--- config.mk ---
export PLATFORM = sky130hd
export DESIGN_NAME = apb_master
export DESIGN_NICKNAME = d
export VERILOG_FILES = /design/src/rtl/apb_pkg.sv /design/src/rtl/apb_master.sv
export SDC_FILE = /design/constraint.sdc
export NUM_CORES = 1
export LEC_CHECK = 0
export ABC_CLOCK_PERIOD_IN_PS = 3900
export CAP_MARGIN = 0
export CORE_MARGIN = 2
export CORE_UTILIZATION = 43
export CTS_CLUSTER_SIZE = 25
export DETAILED_ROUTE_END_ITERATION = 10
export GPL_TIMING_DRIVEN = 0
export HOLD_SLACK_MARGIN = 0.08
export PLACE_DENSITY_LB_ADDON = 0.12
export SETUP_SLACK_MARGIN = 0.05
export SLEW_MARGIN = 40
export SYNTH_ARGS = -nofsm -noshare
export SYNTH_HDL_FRONTEND = slang
export SYNTH_SLANG_ARGS = --single-unit
--- constraint.sdc ---
create_clock -name pclk -period 3.9 [get_ports pclk]
set_input_delay 0.39 -clock pclk [delete_from_list [all_inputs] [get_ports pclk]]
set_output_delay 0.39 -clock pclk [all_outputs]
set_load 0.1 [all_outputs]
--- src/rtl/apb_pkg.sv ---
// Shared APB master types: FSM state encoding and the peripheral register map.
package apb_pkg;

  typedef enum logic [1:0] {
    IDLE   = 2'd0,
    SETUP  = 2'd1,
    ACCESS = 2'd2,
    RESP   = 2'd3
  } apb_state_e;

  localparam logic [31:0] CTL_ADDR    = 32'h0;
  localparam logic [31:0] TIMER0_ADDR = 32'h4;
  localparam logic [31:0] TIMER1_ADDR = 32'h8;
  localparam logic [31:0] STAT_ADDR   = 32'hC;

endpackage

--- src/rtl/apb_master.sv ---
// Single-outstanding APB initiator: valid/ready command in, SETUP/ACCESS on the bus,
// valid/ready response out, with an optional ACCESS-phase timeout.
module apb_master
  import apb_pkg::*;
#(
  parameter int ADDR_W         = 32,
  parameter int DATA_W         = 32,
  parameter int TIMEOUT_CYCLES = 16
) (
  input  logic              pclk,
  input  logic              presetn,
  input  logic              cmd_valid,
  output logic              cmd_ready,
  input  logic              cmd_write,
  input  logic [ADDR_W-1:0] cmd_addr,
  input  logic [DATA_W-1:0] cmd_wdata,
  output logic              rsp_valid,
  input  logic              rsp_ready,
  output logic [DATA_W-1:0] rsp_rdata,
  output logic              rsp_err,
  output logic [ADDR_W-1:0] paddr,
  output logic [DATA_W-1:0] pwdata,
  output logic              pwrite,
  output logic              psel,
  output logic              penable,
  input  logic [DATA_W-1:0] prdata,
  input  logic              pready,
  input  logic              pslverr
);

  localparam bit TO_EN = (TIMEOUT_CYCLES > 0);
  localparam int CNT_W = TO_EN ? $clog2(TIMEOUT_CYCLES + 1) : 1;
  localparam logic [CNT_W-1:0] TO_LAST = CNT_W'(TO_EN ? TIMEOUT_CYCLES - 1 : 0);

  apb_state_e       state;
  logic [CNT_W-1:0] wait_cnt;
  logic             timeout_hit;

  // Gated by presetn so no command handshake can complete while reset is held.
  assign cmd_ready   = (state == IDLE) && presetn;
  assign timeout_hit = TO_EN && (wait_cnt == TO_LAST);

  always_ff @(posedge pclk or negedge presetn) begin
    if (!presetn) begin
      state     <= IDLE;
      psel      <= 1'b0;
      penable   <= 1'b0;
      pwrite    <= 1'b0;
      paddr     <= '0;
      pwdata    <= '0;
      rsp_valid <= 1'b0;
      rsp_rdata <= '0;
      rsp_err   <= 1'b0;
      wait_cnt  <= '0;
    end else begin
      case (state)
        IDLE: begin
          if (cmd_valid) begin
            paddr    <= cmd_addr;
            pwdata   <= cmd_wdata;
            pwrite   <= cmd_write;
            psel     <= 1'b1;
            penable  <= 1'b0;
            wait_cnt <= '0;
            state    <= SETUP;
          end
        end
        SETUP: begin
          penable <= 1'b1;
          state   <= ACCESS;
        end
        ACCESS: begin
          // Completion wins over a timeout landing on the same edge.
          if (pready) begin
            rsp_rdata <= pwrite ? '0 : prdata;
            rsp_err   <= pslverr;
            psel      <= 1'b0;
            penable   <= 1'b0;
            rsp_valid <= 1'b1;
            state     <= RESP;
          end else if (timeout_hit) begin
            rsp_rdata <= '0;
            rsp_err   <= 1'b1;
            psel      <= 1'b0;
            penable   <= 1'b0;
            rsp_valid <= 1'b1;
            state     <= RESP;
          end else begin
            wait_cnt <= wait_cnt + 1'b1;
          end
        end
        RESP: begin
          if (rsp_ready) begin
            rsp_valid <= 1'b0;
            state     <= IDLE;
          end
        end
        default: state <= IDLE;
      endcase
    end
  end

endmodule

# Word-level counts from Yosys, hierarchy flattened

Index checks and enable logic that the tools add are counted.

Mux-type cells: 23
$add $sub $neg: 1
Equality and inequality tests: 9
Reduce and logical (&&, ||, !) cells: 13

Operators with widths:

| operator            | number |
|---|---|
| $mux 32             | 3 |
| $mux 5              | 3 |
| $reduce_and 3->1    | 4 |
| $pmux 5 s2          | 1 |
| $mux 1              | 8 |
| $mux 2              | 4 |
| $ne 2x2->1 const B  | 4 |
| $pmux 2 s4          | 1 |
| $reduce_bool 2->1   | 3 |
| $add 5x1->5 const B | 1 |
| $eq 5x4->1 const B  | 1 |
| $eq 2x2->1 const B  | 2 |
| $pmux 1 s2          | 2 |
| $reduce_and 2->1    | 2 |
| $reduce_and 4->1    | 1 |
| $ne 3x3->1 const B  | 1 |
| $pmux 1 s3          | 1 |
| $reduce_bool 3->1   | 1 |
| $eq 2x1->1 const B  | 1 |
| $logic_not 2->1     | 1 |
| $logic_and 1x1->1   | 1 |

Output and inout bits: 102
Register bits: 108
Word-level logic and storage cells: 56

# Logic depth before layout (Yosys ltp)

Gate-level depths: netlist of the first run.

Depth in word-level cells: 4
Gate-level depth with buffers: 8

# Worst setup path after synthesis of the first run

Ideal clock, no wire load.

Path type: register to register
Start: register wait_cnt[0]
End: register wait_cnt[3]
Setup time: 0.069 ns
Stages on the path, launching flop included: 8
Arrival: 1.780 ns
Path slack: 2.051 ns
Cell sequence: dfrtp_1 > ha_1 > and3_1 > ha_1 > o21ai_2 > nand4_1 > or4_1 > nand3_1

Word-level cells in the longest chain between the ends: 4
Elaborated cells between the ends (all ways): 7

Ends and longest elaborated chain:

| what                   | line             | text |
|---|---|---|
| start, declared        | apb_master.sv:36 | `logic [CNT_W-1:0] wait_cnt;` |
| start signal, assigned | apb_master.sv:89 | `wait_cnt <= wait_cnt + 1'b1;` |
| $add 5x1->5            | apb_master.sv:89 |  |
| $mux 5                 | apb_master.sv:81 | `end else if (timeout_hit) begin` |
| $mux 5                 | apb_master.sv:74 | `if (pready) begin` |
| $pmux 5 s2             | apb_master.sv:56 | `case (state)` |

Parallel ways exist; a longest one is shown, timed or not. The select of a mux whose other input is x is not followed.
A chain may end at the register's enable or synchronous reset.

# Final worst setup path of the first run

Start: input presetn
End: output cmd_ready

Word-level cells in the longest chain between the ends: 1

Ends and longest elaborated chain:

| what              | line             | text |
|---|---|---|
| start, declared   | apb_master.sv:11 | `input logic presetn,` |
| $logic_and 1x1->1 | apb_master.sv:40 | `assign cmd_ready = (state == IDLE) && presetn;` |
| end, declared     | apb_master.sv:13 | `output logic cmd_ready,` |

Every way passes these cells.

==> results of run 1 <==
-- sequential cells by signal, summed over array words and instances, names as in the netlist --
register   count
wait_cnt       5
paddr         32
penable        1
pwdata        32
pwrite         1
rsp_err        1
rsp_valid      1
rsp_rdata     32
state          2
psel           1
-- cell usage after synthesis --
cell      count  area share
o41a_1        1      0.0027
ha_1          6       0.018
nand2_1      10      0.0090
a21oi_1       6      0.0072
and3_1        1      0.0015
o21ai_0      10       0.012
a22o_1       32       0.067
buf_2        11       0.013
nor3_1        1      0.0012
inv_1         5      0.0045
mux2_2       66        0.18
o21ai_2       1      0.0021
or4_1         1      0.0018
a211oi_1      1      0.0018
dfrtp_1     108        0.65
clkbuf_1      4      0.0036
nand4_1       1      0.0015
and2_1        1      0.0015
nor2b_1       1      0.0015
a221oi_1      1      0.0021
nor2_1        9      0.0081
nand3_1       2      0.0024
or2_0         1      0.0015
a22oi_1       2      0.0036
or2_2         1      0.0015
-- cells in the final DEF (no fill, tap or decap), types with 2 or more instances in the layout --
cell type and instances:
nor2_1 9, dfrtp_1 108, clkinvlp_4 3, clkbuf_8 10, buf_2 113, a21oi_1 6
a22o_1 32, inv_1 5, clkdlybuf4s50_1 101, clkbuf_1 5, ha_1 6, nand2_1 10
o21ai_0 10, nand3_1 2, mux2_2 66, a22oi_1 2
-- through the flow --
| step | worst slack, ns | utilization |
|---|---|---|
| after CTS | 1.23 | 0.653 |
| after global routing | 1.11 | 0.653 |
| after floorplan | 2.05 | - |
| after detailed placement | 1.83 | 0.633 |
| final | 1.26 | 0.653 |
| after global placement | -2.42 | 0.685 |
-- critical path: stages --
cell           delay (ns)
dlygate4sd3_1        0.56
buf_8                0.34
buf_16               0.32
and2_1               0.17
buf_2                0.41
-- per-layer routing --
layer,track usage,vias up,wire [µm]
met5,0,-,0
met4,0.0626,0,121
met3,0.0479,10,822
met2,0.300,137,4720
met1,0.229,1481,4170
li1,-,1447,-
-- cell families (layout without fill, tap and decap cells) --
| family | count (synthesis) | count (layout) |
|---|---|---|
| simple gates | 29 | 29 |
| buf+inv | 20 | 242 |
| fa+ha+maj | 6 | 6 |
| flops | 108 | 108 |
| compound gates | 54 | 54 |
| mux | 66 | 66 |
-- worst min-delay path by stage --
stage | end | slack, ns
after floorplan | paddr[0]$_DFFE_PN0P_ | 0.09
after CTS | pwdata[23]$_DFFE_PN0P_ | 0.50
after global routing | paddr[10]$_DFFE_PN0P_ | 0.52
after global placement | paddr[25]$_DFFE_PN0P_ | 0.49
after detailed placement | pwdata[22]$_DFFE_PN0P_ | 0.31
final | pwdata[22]$_DFFE_PN0P_ | 0.51
-- layout make-up --
cell class | count | area (µm²)
Multi-Input combinational cell | 155 | 1360
Sequential cell | 108 | 2700
Timing Repair Buffer | 206 | 1570
Tap cell | 129 | 161
Buffer | 15 | 70.1
Clock inverter | 5 | 36.3
Clock buffer | 11 | 141
Inverter | 5 | 18.8
Fill cell | 738 | 3220
==> impl_metrics.py, run 1 <==
metrics = {
    "floorplan": {
        "ioPinCount": 205,
        "num_rows": 35,
        "fp.dieH_um": 102,
        "die_w_um": 102,
        "die_area_um2": 10500,
        "start_util": 0.447,
        "core-area_um2": 9280,
    },
    "synth": {
        "synthXorXnorAreaFrac": 0,
        "syn_nets": 392,
        "syn_inst": 283,
        "syn_avg_cell_area_um2": 14.7,
        "syn_area_um2": 4150,
        "synthSimpleGateAreaFrac": 0.0316,
        "synth_top_family_by_area": "multiplexers",
        "synth_cell_types": 25,
        "synthAdderAreaFrac": 0.0181,
        "ys_warn_count": 0,
        "synthMuxAreaShare": 0.179,
        "ys_ff_latch": 108,
        "seq_area_frac_synth": 0.651,
        "synth_compound_area_frac": 0.0991,
    },
    "setup_path": {
        "startpoint": "presetn",
        "worstPathMaxFanout": 61,
        "crit_type": "primary input to primary output",
        "crit-reg2reg-capture": "wait_cnt[3]$_DFFE_PN0P_",
        "cp.arrival_ns": 2.25,
        "endpoint": "cmd_ready",
        "reg2reg_slack_ns": 1.81,
        "r2r_start": "wait_cnt[0]$_DFFE_PN0P_",
        "start_kind": "primary input",
        "worstPathRequired_ns": 3.51,
        "end_kind": "primary output",
        "reg2reg_depth": 7,
    },
    "clock_tree": {
        "ctsResizeCount": 0,
        "clk_latency_ns": 0.36,
        "cts_buffers": 9,
        "cts.sinks": 108,
        "hold_buffers": 1,
        "cts_tree": "yes",
        "cts_max_level": 3,
        "cts.path.max_buffers": 2,
        "cts-root-buf": "clkbuf_8",
        "post-cts-setup-buffers": 0,
        "cts.clk_slew.worst_paths_ns": 0.10,
    },
    "finish": {
        "syn_to_final_growth_pct": 46.1,
        "design_area_um2": 6070,
        "drive_gt1_frac": 0.392,
        "finalNetCount": 609,
        "fin_cells": 634,
        "antenna_cells": 0,
    },
    "route": {
        "drt-initial-drc-count": 99,
        "drc": 0,
        "drt-total-wl_um": 9830,
        "via_per_inst": 4.85,
        "ant_nets": 0,
        "drt-pass1-iter-count": 4,
        "wire_per_inst_um": 15.5,
        "num_vias": 3075,
    },
    "placement": {
        "dp_hpwl_um": 7420,
        "numPortBuffers": 204,
        "dpl_cell_area_um2": 5880,
        "placed_cells": 617,
        "finalWeightedCongestion": 0.746,
    },
    "hold_path": {
        "hp-class": "primary input to async pin",
    },
    "status": {
        "status": "finished, final reports clean",
    },
    "grt": {
        "grt_pass1_wl_um": 14600,
        "gr-total-overflow": 0,
        "grt_use_total": 0.180,
        "grt_max_degree": 62,
        "grt_antenna_before_repair": 0,
        "grt_pass1_vias": 2983,
    },
    "timing": {
        "relSlewSlack": 0.661,
        "fmax_mhz": 379,
        "fin_crit_sh": 0.676,
        "fin_skew_ns": 0.00926,
        "slew_viol_final": 0,
        "fin_crit_ns": 2.64,
        "finalSetupViolCount": 0,
        "hold_violations": 0,
        "whs_ns": 0.506,
        "rsz0062_at_grt": "no",
        "setup_tns_ns": 0,
        "tightestPinTransition_ns": 0.508,
    },
    "job": {
        "drv_cap": 0,
    },
}
Power of run 1 is left out: the tool's default activity adds up to more than one toggle a clock period on the data nets, which glitch-free logic cannot reach.
==> inputs of run 2 (changes only) <==
Settings changed: ABC_CLOCK_PERIOD_IN_PS 3900 to 2500, CORE_UTILIZATION 43 to 40.
Clock period 3.9 ns to 2.5 ns, I/O delays scaled along.
==> run 2 against run 1 <==
Clock-buffer cell count grew 2. Die area rose by 7.2%. Routed wire length down 5.6%. Clock skew is 0.0026 ns higher. Critical path depth unchanged. Final area increased by 0.39%. Worst hold slack got worse by 0.14 ns. Via count fell by 1.1%. Sequential share of layout area shrank 0.17 points. Register-to-register slack lost 1.4 ns. Global-route usage decreased by 1.5 points. Worst setup slack worse by 1.0 ns. Highest routed layer unchanged.
==> impl_metrics.py, run 2 (synthesis results as in run 1) <==
metrics = {
    "route": {
        "wire_per_inst_um": 14.5,
        "drc": 0,
        "via_per_inst": 4.74,
        "num_vias": 3040,
        "drt-initial-drc-count": 98,
        "drt-total-wl_um": 9280,
        "drt-pass1-iter-count": 4,
        "ant_nets": 0,
    },
    "finish": {
        "syn_to_final_growth_pct": 46.6,
        "finalNetCount": 609,
        "antenna_cells": 0,
        "drive_gt1_frac": 0.388,
        "fin_cells": 641,
        "layout_common_cells": "buf_2 (113), dfrtp_1 (108), clkdlybuf4s50_1 (101)",
        "top_regs": "paddr (32), pwdata (32), rsp_rdata (32)",
        "mostFrequentLayoutCell": "buf_2",
    },
    "timing": {
        "fin_skew_ns": 0.0118,
        "setup_tns_ns": 0,
        "fin_crit_ns": 2.28,
        "hold_violations": 0,
        "finalSetupViolCount": 0,
        "tightestPinTransition_ns": 0.509,
        "whs_ns": 0.368,
        "rsz0062_at_grt": "no",
        "relSlewSlack": 0.663,
        "slew_viol_final": 0,
        "fin_crit_sh": 0.913,
        "fmax_mhz": 438,
    },
    "floorplan": {
        "ioPinCount": 205,
        "die_area_um2": 11200,
        "num_rows": 37,
        "core-area_um2": 10200,
        "fp.dieH_um": 106,
        "die_w_um": 106,
        "start_util": 0.408,
    },
    "placement": {
        "finalWeightedCongestion": 0.726,
        "numPortBuffers": 204,
        "placed_cells": 624,
        "dp_hpwl_um": 6930,
    },
    "job": {
        "drv_cap": 0,
    },
    "grt": {
        "grt_use_total": 0.166,
        "grt_pass1_wl_um": 14700,
        "gr-total-overflow": 0,
        "grt_antenna_before_repair": 0,
        "grt_max_degree": 67,
        "grt_pass1_vias": 3081,
    },
    "hold_path": {
        "hp-class": "primary input to async pin",
    },
    "setup_path": {
        "worstPathRequired_ns": 2.25,
        "cp.arrival_ns": 2.03,
        "worstPathMaxFanout": 66,
        "end_kind": "primary output",
        "crit_type": "primary input to primary output",
        "start_kind": "primary input",
    },
    "clock_tree": {
        "post-cts-setup-buffers": 0,
        "cts_tree": "yes",
        "cts.path.max_buffers": 2,
        "clk_latency_ns": 0.36,
        "cts-root-buf": "clkbuf_8",
        "cts.clk_slew.worst_paths_ns": 0.10,
        "cts.sinks": 108,
        "cts_max_level": 3,
        "cts_buffers": 9,
    },
    "status": {
        "status": "finished, final reports clean",
    },
}
[run 2: cell count changes in the layout (fill, tap and decap cells not counted), sizes merged]
cell,before,now
clkinvlp,3,1
inv,6,5
bufinv,0,1
clkbuf,15,17
[run 2: layout make-up]
cell class,instances,area [µm²]
Tap cell,136,170
Multi-Input combinational cell,155,1360
Fill cell,863,4100
Clock inverter,3,46.3
Inverter,5,18.8
Clock buffer,13,149
Sequential cell,108,2700
Buffer,15,70.1
Timing Repair Buffer,206,1570
[run 2: layer usage]
| metal | GRT usage | wire [µm] | vias to the layer above |
|---|---|---|---|
| met5 | 0 | 0 | - |
| li1 | - | - | 1445 |
| met1 | 0.216 | 4200 | 1456 |
| met2 | 0.269 | 4280 | 135 |
| met3 | 0.0521 | 744 | 4 |
| met4 | 0.0451 | 53 | 0 |
[run 2: timing repair]
item                       4_1_cts  5_1_grt
hold endpoints to repair        65        0
resized for setup                0        1
hold buffers                     1        0
setup endpoints to repair        0        1
[run 2: stage by stage]
stage	instance area [µm²]	worst slack [ns]	util
2_1_floorplan	4150	0.651	-
3_3_place_gp	6360	-3.55	0.625
3_5_place_dp	5880	0.460	0.577
4_1_cts	6080	0.0608	0.597
5_1_grt	6090	0.0585	0.598
6_report	6090	0.218	0.598
[run 2: worst max-delay path: stages]
cell	delay, ns
dlygate4sd3_1	0.58
buf_12	0.31
buf_12	0.28
and2_1	0.15
buf_2	0.42
[run 2: final timing paths]
path | cells past startpoint | end | slack [ns] | startpoint
worst min-delay path | 2 | pwdata[13]$_DFFE_PN0P_ | 0.37 | presetn
worst max register to register | 7 | wait_cnt[3]$_DFFE_PN0P_ | 0.43 | wait_cnt[0]$_DFFE_PN0P_
worst max-delay path | 5 | cmd_ready | 0.22 | presetn
worst min register to register | 1 | pwdata[28]$_DFFE_PN0P_ | 0.50 | pwdata[28]$_DFFE_PN0P_
max in group asynchronous | 3 | wait_cnt[1]$_DFFE_PN0P_ | 1.57 | presetn
min in group pclk | 3 | rsp_err$_DFFE_PN0P_ | 0.46 | pslverr
Power of run 2 is left out for the same reason.
